### src/rtl/fetch_queue.sv
// Instruction fetch queue between IF and ID: an in-order circular buffer of
// {pc, instr} pairs with full back-pressure and a single-cycle flush.
module fetch_queue #(
  parameter int DEPTH = 4,
  localparam int CW = $clog2(DEPTH) + 1
) (
  input  logic          clk,
  input  logic          rst_n,
  input  logic          flush,
  input  logic          in_valid,
  input  logic [15:0]   in_pc,
  input  logic [15:0]   in_instr,
  output logic          in_ready,
  output logic          out_valid,
  output logic [15:0]   out_pc,
  output logic [15:0]   out_instr,
  input  logic          out_ready,
  output logic [CW-1:0] count
);

  localparam int AW = $clog2(DEPTH);

  // Handshake: a transfer happens on a rising edge where valid && ready are
  // both high and flush is low; ready never depends on the partner's valid.
  logic [15:0]   pc_mem    [DEPTH];
  logic [15:0]   instr_mem [DEPTH];
  logic [AW-1:0] rd_ptr;
  logic [AW-1:0] wr_ptr;
  logic          push;
  logic          pop;

  // in_ready comes from registered count only, so a full queue refuses a push
  // even when it pops in the same cycle; this keeps out_ready off that path.
  assign in_ready  = (count != CW'(DEPTH));
  assign out_valid = (count != '0);

  assign push = rst_n & in_valid & in_ready & ~flush;
  assign pop  = out_valid & out_ready & ~flush;

  always_ff @(posedge clk) begin
    if (!rst_n) begin
      rd_ptr <= '0;
      wr_ptr <= '0;
      count  <= '0;
    end else if (flush) begin
      rd_ptr <= '0;
      wr_ptr <= '0;
      count  <= '0;
    end else begin
      if (push) wr_ptr <= wr_ptr + 1'b1;
      if (pop)  rd_ptr <= rd_ptr + 1'b1;
      case ({push, pop})
        2'b10:   count <= count + CW'(1);
        2'b01:   count <= count - CW'(1);
        default: count <= count;
      endcase
    end
  end

  // Storage is deliberately not reset; empty outputs are forced to NOP below.
  always_ff @(posedge clk) begin
    if (push) begin
      pc_mem[wr_ptr]    <= in_pc;
      instr_mem[wr_ptr] <= in_instr;
    end
  end

  assign out_pc    = out_valid ? pc_mem[rd_ptr]    : 16'h0000;
  assign out_instr = out_valid ? instr_mem[rd_ptr] : 16'h0000;

endmodule

### config.mk
export PLATFORM = sky130hd
export DESIGN_NAME = fetch_queue
export DESIGN_NICKNAME = d
export VERILOG_FILES = /design/src/rtl/fetch_queue.sv
export SDC_FILE = /design/constraint.sdc
export NUM_CORES = 1
export LEC_CHECK = 0
export ABC_AREA = 1
export BUFFER_PORTS_ARGS = -buffer_cell sky130_fd_sc_hd__buf_2
export CAP_MARGIN = 20
export CORE_MARGIN = 3
export CORE_UTILIZATION = 30
export DETAILED_ROUTE_END_ITERATION = 6
export PLACE_DENSITY = 0.44
export SLEW_MARGIN = 5
export SYNTH_ARGS = -nofsm -noshare
export SYNTH_HDL_FRONTEND = slang
export SYNTH_SLANG_ARGS = --single-unit
### constraint.sdc
create_clock -name clk -period 7 [get_ports clk]
set_input_delay 0.7 -clock clk [delete_from_list [all_inputs] [get_ports clk]]
set_output_delay 0.7 -clock clk [all_outputs]
set_load 0.01 [all_outputs]
==> metrics.md, run 1 <==
| Metric | Value |
|---|---|
| Status | `complete, no violations` |
| Comb power frac | `0.035` |
| Synthesized flop and latch total | `approximately 140` |
| Crit. End Element | `primary output` |
| CTS Hold Bufs | `0` |
| Final setup skew | `around 7 ps` |
| Worst path bufs/invs | `3` |
| Setup_tns | `0 ps` |
| Synth warnings | `0` |
| Clk network pwr share | `0.449` |
| DP Cell Count | `730` |
| Vias | `about 3500` |
| Leakage | `~2.4 nW` |
| Non-filler cells in the finished layout | `approximately 760` |
| Largest net degree at the start of global routing | `66` |
| Drt total wl | `between 10000 and 15000 um` |
| Clk slew on worst S/H paths | `60 ps` |
| R2R depth | `4` |
| Worst Hold Slack | `a little under 500 ps` |
| Syn nets | `493` |
| ANT cells | `0` |
| Register area share after synthesis | `0.737` |
| RSZ-0062 raised after global routing | `false` |
| PwrDens | `about 260 nW/um2` |
| CP Class | `reg2out` |
| Final GP Congestion | `between 0.7 and 0.8` |
| Final min period | `roughly 3500 ps` |
| CP cell instances | `inv_1 -> buf_8 -> nor2_1 -> o21ai_0 -> a21oi_1 -> buf_2` |
| CP max stage cell | `dfxtp_2` |
| Root buffer cell | `clkbuf_16` |
| Layout net count | `569` |
| Max IR drop VDD | `around 0.16 mV` |
| Vias per cell | `roughly 4.6` |
| Final worst slack | `approximately 3500 ps` |
| Fmax | `just under 0.3 GHz` |
| Num ports | `between 70 and 80` |
| Hold Path Depth | `2` |
| Setup Buffers After CTS | `0` |
| Initial Utilization | `0.312` |
| First-pass DRT Iterations | `4` |
| Placeable Area | `approximately 18000 um2` |
| Post-CTS sizing | `0` |
| Most frequent cells in the layout | `135 x nor2_1, 128 x edfxtp_1, 73 x buf_2` |
| Fin crit share | `0.496` |
| IO Port Bufs | `73` |
| Syn avg cell area | `12.1 um2` |
| Commonest non-fill, non-tap cell in the layout | `nor2_1` |
| Min-Delay Path Class | `reg2reg` |
| Crit Path Max Fanout | `33` |
| Fillers | `roughly 1700` |
| FF-to-FF End | `pc_mem[0][10]` |
| Top delay family on crit path | `buffers and inverters` |
| Crit path largest cell delay | `about 800 ps` |
| Hold wc startpoint | `rd_ptr[1]` |
| Max Root-Sink Buffers | `2` |
| First-pass GRT wire length | `between 15000 and 20000 um` |
| GR Util All Layers | `0.126` |
| Layout overhead on the synthesized area | `21.5%` |
| Max Slew Vio Count | `0` |
| Max Cap Violations | `0` |
| H-tree lvl count | `4` |
| Sw Share | `0.203` |
| Worst reg-to-reg setup slack | `about 4700 ps` |
| Final ANT Viol Nets | `0` |
| Die width | `141 um` |
| Die Ht | `between 100 and 150 um` |
| Internal Power | `between 1 and 1.5 mW` |
| Initial DRC Count | `around 260` |
| Worst EP arrival | `about 2800 ps` |
| Least-Margin Pin Slew | `1000 ps` |
| P_sw | `~0.36 mW` |
| CTS sink cnt | `about 140` |
| Vias in the first global route | `3507` |
| Layout cell share with drive strength beyond 1 | `0.208` |
| Slew margin rel. | `0.331` |
| Clk_lat worst skew | `about 400 ps` |
| Synth cell types | `17` |
| Pre-CTS setup slack | `just under 4000 ps` |
| DRC | `0` |
| CTS Buf Count | `17` |
| Overflow left after global routing | `0` |
| Sequential group share of total power | `0.517` |
| Initial antenna violation count | `0` |
| CTS tree | `built` |
| FF-to-FF Start | `count[1]` |
| Setup-failing EPs final | `0` |
| Required @ worst endpoint | `6300 ps` |
| Die area | `19900 um2` |
| Syn Inst Count | `450` |
| CP startpoint kind | `flop` |
| Synth Cell Area | `between 5000 and 6000 um2` |
| Drt wl/cell | `about 16 um` |
| Hpwl dp | `about 7000 um` |
| Final hold vios | `0` |
| FP Rows | `48` |
==> worst reg2reg max path: stages, from the launching register on <==
cell     delay [ps]
dfxtp_1         370
nor2_1           80
nand2_1         110
nand3_1         390
nor2_4          920
==> sequential cells by signal (all words and copies together) (netlist names), named ones only <==
register	cells
count	3
pc_mem	64
wr_ptr	2
rd_ptr	2
instr_mem	64
==> cell type report <==
cell class / count / area (um2) / area share
sequential: 137 / 4030 / 0.607
clock buffer: 18 / 429 / 0.0647
clock inverter: 13 / 87.6 / 0.0132
tap: 225 / 282 / 0.0424
multi-input combinational: 269 / 1240 / 0.187
inverter: 21 / 78.8 / 0.0119
timing repair buffer: 80 / 490 / 0.0739
==> power by group through the flow <==
stage	Combinational (mW)	Clock [mW]	Sequential, mW
2_1_floorplan	0.0266	0	0.925
3_3_place_gp	0.0610	0	0.924
3_5_place_dp	0.0619	0	0.924
4_1_cts	0.0621	0.807	0.907
5_1_grt	0.0688	0.839	0.907
6_report	0.0608	0.787	0.907
==> cells by family (layout without fill, tap and decap cells) <==
logic type,Yosys count,count (layout),synth area share
AOI/OAI and AO/OA,101,101,0.0925
adders and majority gates,6,6,0.0151
buffers and inverters,44,132,0.0417
DFF,137,137,0.737
and+or+nand+nor,162,162,0.114
==> metal layers <==
metal  share of wire  vias to the layer above  GRT usage
met5               0                        -          0
met4           0.022                        0     0.0571
met3           0.051                       20     0.0346
met2            0.48                       89      0.202
met1            0.45                     1681      0.159
li1                -                     1717          -
==> worst max path at each step <==
stage / startpoint / to / slack (ps) / cells past startpoint
2_1_floorplan: rst_n / instr_mem[0][0] / 3990 / 4
3_3_place_gp: flop / out_instr[11] / 3830 / 5
3_5_place_dp: flop / out_pc[4] / 3890 / 6
4_1_cts: flop / out_pc[4] / 3440 / 6
5_1_grt: flop / out_instr[11] / 3140 / 6
6_report: flop / out_instr[11] / 3530 / 6
==> synthesized netlist by cell type <==
cell type    n  share of area
fa_1         1         0.0037
dfxtp_1      9          0.033
nor2_1     139          0.096
o21ai_0     24          0.022
o21ai_1     42          0.038
inv_1       20          0.014
nand3_1      6         0.0055
inv_2        1        0.00069
nor2_2       1         0.0011
nand4_1      2         0.0023
ha_1         5          0.011
nand2_1     14         0.0096
buf_6        7          0.014
a21oi_1     35          0.032
clkbuf_1     8         0.0055
buf_2        8         0.0073
edfxtp_1   128           0.70
==> per-stage QoR <==
stage          power [mW]  area, um2  utilization
6_report             1.76       6640        0.378
5_1_grt              1.82       6640        0.378
4_1_cts              1.78       6590        0.376
3_5_place_dp        0.986       6070        0.346
3_3_place_gp        0.985       6010        0.343
2_1_floorplan       0.951       5460            -
(Power assumes the default switching activity.)
==> run 2, diff against run 1 <==
Settings changed: PLACE_DENSITY 0.44 to 0.46.
Clock period 7 ns to 2.9 ns, I/O delays scaled along.
==> metrics.md, run 2 (synthesized netlist as in run 1, its figures left out) <==
| Metric | Value |
|---|---|
| Status | `complete, no violations` |
| Commonest non-fill, non-tap cell in the layout | `nor2_1` |
| FP Rows | `between 40 and 50` |
| Vias per cell | `around 4.6` |
| GR Util All Layers | `0.128` |
| Worst EP arrival | `roughly 2100 ps` |
| Vias | `around 3500` |
| Drt total wl | `between 10000 and 15000 um` |
| Required @ worst endpoint | `2610 ps` |
| Layout overhead on the synthesized area | `24.9%` |
| H-tree lvl count | `4` |
| First-pass DRT Iterations | `4` |
| Max Root-Sink Buffers | `2` |
| CTS Hold Bufs | `0` |
| Leakage | `between 2 and 3 nW` |
| Clk_lat worst skew | `just over 400 ps` |
| Drt wl/cell | `approximately 16 um` |
| CTS sink cnt | `around 140` |
| CP Class | `reg2out` |
| Post-CTS sizing | `0` |
| Max Cap Violations | `0` |
| PwrDens | `717 nW/um2` |
| Final ANT Viol Nets | `0` |
| Layout net count | `572` |
| CP startpoint kind | `flop` |
| Min-Delay Path Class | `in2reg` |
| Setup Buffers After CTS | `0` |
| CTS tree | `built` |
| Root buffer cell | `clkbuf_16` |
| Die width | `~140 um` |
| Setup-failing EPs final | `0` |
| Vias in the first global route | `approximately 3600` |
| DRC | `0` |
| Max Slew Vio Count | `0` |
| Final min period | `2370 ps` |
| Die Ht | `~140 um` |
| RSZ-0062 raised after global routing | `false` |
| Fin crit share | `0.817` |
| Initial Utilization | `0.312` |
| Least-Margin Pin Slew | `664 ps` |
| Clk slew on worst S/H paths | `60 ps` |
| Hpwl dp | `7160 um` |
| Layout cell share with drive strength beyond 1 | `0.221` |
| Largest net degree at the start of global routing | `65` |
| ANT cells | `0` |
| Die area | `roughly 20000 um2` |
| Max IR drop VDD | `0.381 mV` |
| Initial antenna violation count | `1` |
| Final setup skew | `between 3 and 4 ps` |
| Most frequent cells in the layout | `135 x nor2_1, 128 x edfxtp_1, 73 x buf_2` |
| Placeable Area | `between 15000 and 20000 um2` |
| Final GP Congestion | `roughly 0.76` |
| Total Power | `4.89 mW` |
| Final hold vios | `0` |
| CTS Buf Count | `17` |
| Slew margin rel. | `0.557` |
| Initial DRC Count | `225` |
| Regs by FF count | `instr_mem x64, pc_mem x64, count x3` |
| Num ports | `between 70 and 80` |
| Worst Hold Slack | `90.3 ps` |
| Crit Path Max Fanout | `32` |
| IO Port Bufs | `73` |
| First-pass GRT wire length | `between 15000 and 20000 um` |
| Setup_tns | `0 ps` |
| Crit. End Element | `primary output` |
| Fmax | `0.422 GHz` |
| Overflow left after global routing | `0` |
==> run 2: final timing paths <==
kind	start	cells past startpoint	end	slack [ps]
setup / recovery	flop	5	out_instr[13]	530
hold / removal	in_instr[0]	1	instr_mem[3][0]	90
setup reg to reg	count[1]	12	count[2]	730
hold reg to reg	rd_ptr[1]	2	flop	490
==> run 2: final cells by class <==
type	count	area [um2]
multi-input cells	269	1240
fillers	1712	10700
flip-flops and latches	137	4030
inverters	21	78.8
clock buffers	17	425
clock inverters	15	278
well taps	225	282
repair buffers	83	490
==> run 2: routing by layer <==
layer,up-vias,part of all wire,wire length (um),track usage
met3,11,0.050,608,0.0329
li1,1725,-,-,-
met2,79,0.50,6110,0.217
met1,1689,0.44,5310,0.156
met5,-,0.00057,7,0
met4,2,0.012,145,0.0520
==> run 2: metrics by stage <==
step / setup slack (ps) / cells / cell area, um2 / utilization
6_report: 532 / 767 / 6820 / 0.389
5_1_grt: 378 / 767 / 6820 / 0.389
4_1_cts: 465 / 767 / 6820 / 0.389
3_5_place_dp: 560 / 735 / 6120 / 0.349
3_3_place_gp: 658 / 735 / 6120 / 0.349
2_1_floorplan: 270 / 450 / 5460 / -
==> run 2: power breakdown <==
group,internal (mW),switching [mW]
logic,0.0503,0.0965
registers,2.18,0.00621
clock network,1.77,0.779
total,4.01,0.881
==> run 2: worst max-delay path, stage by stage (launching register included) <==
cell and delay (ps):
dfxtp_2 320, inv_2 470, buf_4 350, o21ai_0 120, a21oi_1 220, buf_2 180
